**src/rtl/sram_ctrl.sv**
```systemverilog
// Multi-cycle bridge from the single-cycle MEM-stage data port to an asynchronous 32-bit SRAM.
// Stall: read = WAIT_CYCLES+1 cycles, write = WAIT_CYCLES+2 cycles; new requests accepted only in IDLE.
module sram_ctrl #(
  parameter int ADDR_W      = 20,
  parameter int WAIT_CYCLES = 2
) (
  input  logic              clk,
  input  logic              rst,
  input  logic              ram_ce_i,
  input  logic              ram_we_i,
  input  logic [31:0]       ram_addr_i,
  input  logic [3:0]        ram_sel_i,
  input  logic [31:0]       ram_data_i,
  output logic [31:0]       ram_data_o,
  output logic              stallreq_o,
  output logic [ADDR_W-1:0] sram_addr_o,
  output logic [3:0]        sram_be_n_o,
  output logic              sram_ce_n_o,
  output logic              sram_oe_n_o,
  output logic              sram_we_n_o,
  output logic [31:0]       sram_dq_o,
  output logic              sram_dq_oe,
  input  logic [31:0]       sram_dq_i
);

  typedef enum logic [2:0] {IDLE, READ, WRITE, WHOLD, DONE} state_t;

  state_t              state_q, state_d;
  logic [3:0]          cnt_q, cnt_d;
  logic [ADDR_W-1:0]   addr_q, addr_d;
  logic [3:0]          sel_q, sel_d;
  logic [31:0]         wdata_q, wdata_d;
  logic [31:0]         rdata_q, rdata_d;

  // Byte-offset and out-of-range address bits are intentionally ignored.
  logic unused_addr_bits;
  assign unused_addr_bits = ^{ram_addr_i[31:ADDR_W+2], ram_addr_i[1:0]};

  always_ff @(posedge clk) begin
    if (rst) begin
      state_q <= IDLE;
      cnt_q   <= 4'd0;
      addr_q  <= '0;
      sel_q   <= 4'd0;
      wdata_q <= 32'd0;
      rdata_q <= 32'd0;
    end else begin
      state_q <= state_d;
      cnt_q   <= cnt_d;
      addr_q  <= addr_d;
      sel_q   <= sel_d;
      wdata_q <= wdata_d;
      rdata_q <= rdata_d;
    end
  end

  always_comb begin
    state_d     = state_q;
    cnt_d       = cnt_q;
    addr_d      = addr_q;
    sel_d       = sel_q;
    wdata_d     = wdata_q;
    rdata_d     = rdata_q;
    stallreq_o  = 1'b0;
    sram_ce_n_o = 1'b1;
    sram_oe_n_o = 1'b1;
    sram_we_n_o = 1'b1;
    sram_be_n_o = 4'hF;
    sram_dq_oe  = 1'b0;

    case (state_q)
      IDLE: begin
        if (ram_ce_i) begin
          stallreq_o = 1'b1;
          addr_d     = ram_addr_i[ADDR_W+1:2];
          sel_d      = ram_sel_i;
          wdata_d    = ram_data_i;
          cnt_d      = WAIT_CYCLES[3:0];
          state_d    = ram_we_i ? WRITE : READ;
        end
      end
      READ: begin
        stallreq_o  = 1'b1;
        sram_ce_n_o = 1'b0;
        sram_oe_n_o = 1'b0;
        sram_be_n_o = 4'h0;
        cnt_d       = cnt_q - 4'd1;
        if (cnt_q == 4'd1) begin
          rdata_d = sram_dq_i;
          state_d = DONE;
        end
      end
      WRITE: begin
        stallreq_o  = 1'b1;
        sram_ce_n_o = 1'b0;
        sram_we_n_o = 1'b0;
        sram_be_n_o = ~sel_q;
        sram_dq_oe  = 1'b1;
        cnt_d       = cnt_q - 4'd1;
        if (cnt_q == 4'd1) state_d = WHOLD;
      end
      WHOLD: begin
        // Strobe released but address/data still driven for SRAM hold time.
        stallreq_o  = 1'b1;
        sram_ce_n_o = 1'b0;
        sram_be_n_o = ~sel_q;
        sram_dq_oe  = 1'b1;
        state_d     = DONE;
      end
      DONE:    state_d = IDLE;
      default: state_d = IDLE;
    endcase

    if (rst) stallreq_o = 1'b0;
  end

  assign sram_addr_o = addr_q;
  assign sram_dq_o   = wdata_q;
  assign ram_data_o  = rdata_q;

endmodule

```
**config.mk**
```make
export PLATFORM = sky130hd
export DESIGN_NAME = sram_ctrl
export DESIGN_NICKNAME = d
export VERILOG_FILES = /design/src/rtl/sram_ctrl.sv
export SDC_FILE = /design/constraint.sdc
export NUM_CORES = 1
export LEC_CHECK = 0
export BUFFER_PORTS_ARGS = -buffer_cell sky130_fd_sc_hd__buf_2
export CAP_MARGIN = 0
export CORE_UTILIZATION = 30
export CTS_BUF_LIST = sky130_fd_sc_hd__clkbuf_2
export CTS_CLUSTER_DIAMETER = 150
export DETAILED_ROUTE_END_ITERATION = 10
export MAX_ROUTING_LAYER = met4
export PLACE_DENSITY = 0.63
export SLEW_MARGIN = 10
export SYNTH_ARGS = -nofsm -noshare
export SYNTH_HDL_FRONTEND = slang
export SYNTH_SLANG_ARGS = --single-unit
```
**constraint.sdc**
```tcl
create_clock -name clk -period 1.6 [get_ports clk]
set_input_delay 0.16 -clock clk [delete_from_list [all_inputs] [get_ports clk]]
set_output_delay 0.16 -clock clk [all_outputs]
set_load 0.03 [all_outputs]
```
==> impl_results.md <==
* Hold path endpoint: sram_dq_o[10]
* Critical path cell sequence: buf_6 -> nor3b_4 -> buf_6 -> a21oi_2 -> buf_6
* Ys Warns at 0
* H-tree levels at 3
* RSZ-0062 raised after global routing: true
* Share of cells above drive strength 1 at ~45%
* Max stage delay on crit path at 0.38 ns
* Most frequent CP cell: buf_6
* Slew margin rel. at 55.14%
* Worst Path Max Fanout at 5
* Syn Std Cell Area at 3596 um2
* TritonCTS Buffers at 9
* Synthesized net count at 550
* TritonCTS clock tree: done
* Initial Util at between 30% and 40%
* Failing checks: DRC, setup timing
* #FFs+latches synth at 95
* Total Routing Usage GR at 19.35%
* Std-Cell Rows at 39
* DR WL/cell at 15.04 um
* Met1 usage at 20.60%
* CP Class: flop to output pin
* Grt peak-use layer: met2
* Die area at 12430 um2
* Fill count at approximately 960
* Final design utilization at 56.35%
* Vias in the first global route at 3992
* Primary FF master, synth: dfxtp_1
* Launch point of the worst reg-to-reg path: state_q[1]
* Antenna viol nets, final at 0
* Met2 Usage GRT at approximately 34%
* Initial antenna violation count at 0
* Setup Viol. Count Final at 65
* Hold_sp: ram_data_i[10]
* Pin slew with the least headroom to its limit at 0.6728 ns
* Final WL at 13220 um
* Core area at 11560 um2
* Unique masters post-synth at 31
* Slew Limit Fails at 0
* Status: finished with violations
* Max VDD drop at 0.0005190 V
* GPL Wtd Cong at 0.7872
* Critical Path RT at 1.44 ns
* Post-synthesis sequential area ratio at a little over half
* Max_cap viols at 0
* Largest net degree at the start of global routing at 57
* Hold_ws at 0.3499 ns
* Gr ovfl total at 0
* Area contributors post-synth: dfxtp_1 (53%), a21oi_1 (13%), nand2_1 (12%), o21ai_0 (4.6%), nand3_1 (4.5%)
* Number of flops mapped to enable cells by yosys at 0
* Worst Reg-to-Reg Cells at 9
* Setup_tns at -10.60 ns
* Die Y at 111.5 um
* DR DRC count at 15
* # nets final at approximately 840
* Root Buffer: clkbuf_2
* Fmax at 0.5439 GHz
* Routed vias/inst at 4.824
* CP max stage cell: dfxtp_2
* Global-route met3 utilization at 4.682%
* CTS Sinks at 95
* Period minus WS final at ~1.8 ns
* Total power draw at about 5.7 mW
* Leak at 2.938 nW
* Synth top area share at 52.89%
* Post-synth ARST share at 0%
* Crit path launch type: flop
* Iteration-0 DRC Markers at 310
* First-pass GRT wire length at ~19000 um
* Worst slack at placement at -0.04759 ns
* Syn_area_per_cell at 8.099 um2
* Hold Vio Cnt, Final at 0
* Synth-to-Final Area Change at 81.21%
* Crit path DAT at around 1.7 ns
* DRT Pass-1 Iters at 7
* Antenna cells at 0
* Clock Latency Late Sink at about 0.55 ns
* Yosys top cell by area: dfxtp_1
* P per Cell Area at 876.8 nW/um2
* Clk pin slew, worst setup/hold paths at 0.24 ns
* # IOs at 197
* Hold path cells at 4
* Largest buffer count on any clock path at 2
* Tcrit/Tclk final at 114.9%
* R2r setup slk at -0.21 ns
* PnR worst setup slack at -0.2385 ns
* Via count at 4240
* Setup Skew at 0.02827 ns
* Worst r2r dst: sram_addr_o[17]
* IO buf count at 184
* Hold crit path type: primary input to flop
* Dpl hpwl at 6710 um
* Cells after synthesis at 444
* Die X at 111.5 um
* CP Capture Type: output pin
-- cell type report --
| cell class | count | area [um2] | area share, % |
|---|---|---|---|
| Tap cell | 143 | 178.9 | 2.746 |
| Clock inverter | 4 | 15.01 | 0.2304 |
| Timing Repair Buffer | 318 | 2439 | 37.42 |
| Multi-Input combinational cell | 305 | 1913 | 29.36 |
| Inverter | 4 | 15.01 | 0.2304 |
| Clock buffer | 10 | 50.05 | 0.7680 |
| Sequential cell | 95 | 1906 | 29.24 |
-- per-layer routing --
metal,vias to the layer above,part of all wire (%),wire length [um]
li1,2074,-,-
met1,1982,42,5561
met2,160,51,6697
met3,24,5.4,715
met4,0,1.8,244
met5,-,0,0
-- placed cells by master, fill, tap and decap left out, types with 4 or more instances in the layout --
master,netlist,layout
buf_2,9,174
dfxtp_1,95,92
dlygate4sd3_1,0,91
nand2_1,113,76
a21oi_1,95,57
a21oi_2,0,38
nand3_1,32,32
o21ai_1,0,28
nand2_4,0,24
buf_4,5,21
buf_6,4,17
nand2_2,0,13
clkbuf_2,0,10
buf_12,0,9
clkinv_1,0,4
clkbuf_16,0,4
-- registers in the layout (all words and copies together), names as in the netlist --
signal	flops
state_q	3
sram_addr_o	20
ram_data_o	32
sram_dq_o	32
cnt_q	4
sel_q	4
-- worst max-delay path: cells and delay by family, from the launching register on --
kind	cells	cell delay, ns
buffers and inverters	3	0.43
AOI/OAI and AO/OA	1	0.04
DFF	1	0.38
and+or+nand+nor	1	0.27
-- synthesized netlist by cell type (2+ instances only) --
library cell	n
nand2b_1	3
nor3_1	3
ha_1	2
dfxtp_1	95
nor2_1	3
o21ai_0	33
nand3_1	32
clkbuf_1	22
a21oi_1	95
nor4b_1	2
nor3b_1	2
nand2_1	113
buf_2	9
inv_1	4
buf_6	4
nor2b_1	3
buf_4	5
-- where the power goes --
group	switching (mW)	leakage, nW	internal [mW]
clock	0.754	0.0478	0.175
combinational	1.22	2.11	0.944
sequential	0.0833	0.776	2.54
-- how the worst max path moves through the flow --
stage	start	slack, ns	endpoint
after floorplan	state_q[1]	0.04	sram_be_n_o[0]
after global placement	cnt_q[1]	0.03	ram_data_o[1]
after detailed placement	cnt_q[1]	-0.05	ram_data_o[7]
after CTS	state_q[1]	-0.33	sram_be_n_o[2]
after global routing	state_q[1]	-0.36	sram_be_n_o[3]
final	state_q[2]	-0.24	sram_be_n_o[2]
-- repair_timing --
action / in CTS / in global routing
hold buffers: 92 / 0
pin swaps: 1 / 50
setup endpoints to repair: 41 / 99
gates resized for setup: 45 / 142
hold endpoints to repair: 94 / 0
setup buffers: 8 / 11
gates cloned: 1 / 7
-- cells by family after synthesis --
family                     synth area share [%]
and+or+nand+nor                           20.32
AOI/OAI and AO/OA                         19.31
DFF                                       52.89
buffers and inverters                     6.263
adders and majority gates                0.6958
xor gates and xnor gates                 0.2436
muxes                                    0.2784
-- through the flow --
stage / area, um2 / std cells
detailed placement: 4696 / 748
CTS: 5866 / 863
floorplan: 3596 / 444
global route: 6516 / 879
global placement: 4696 / 748
finish: 6516 / 879
(Power assumes the default switching activity.)
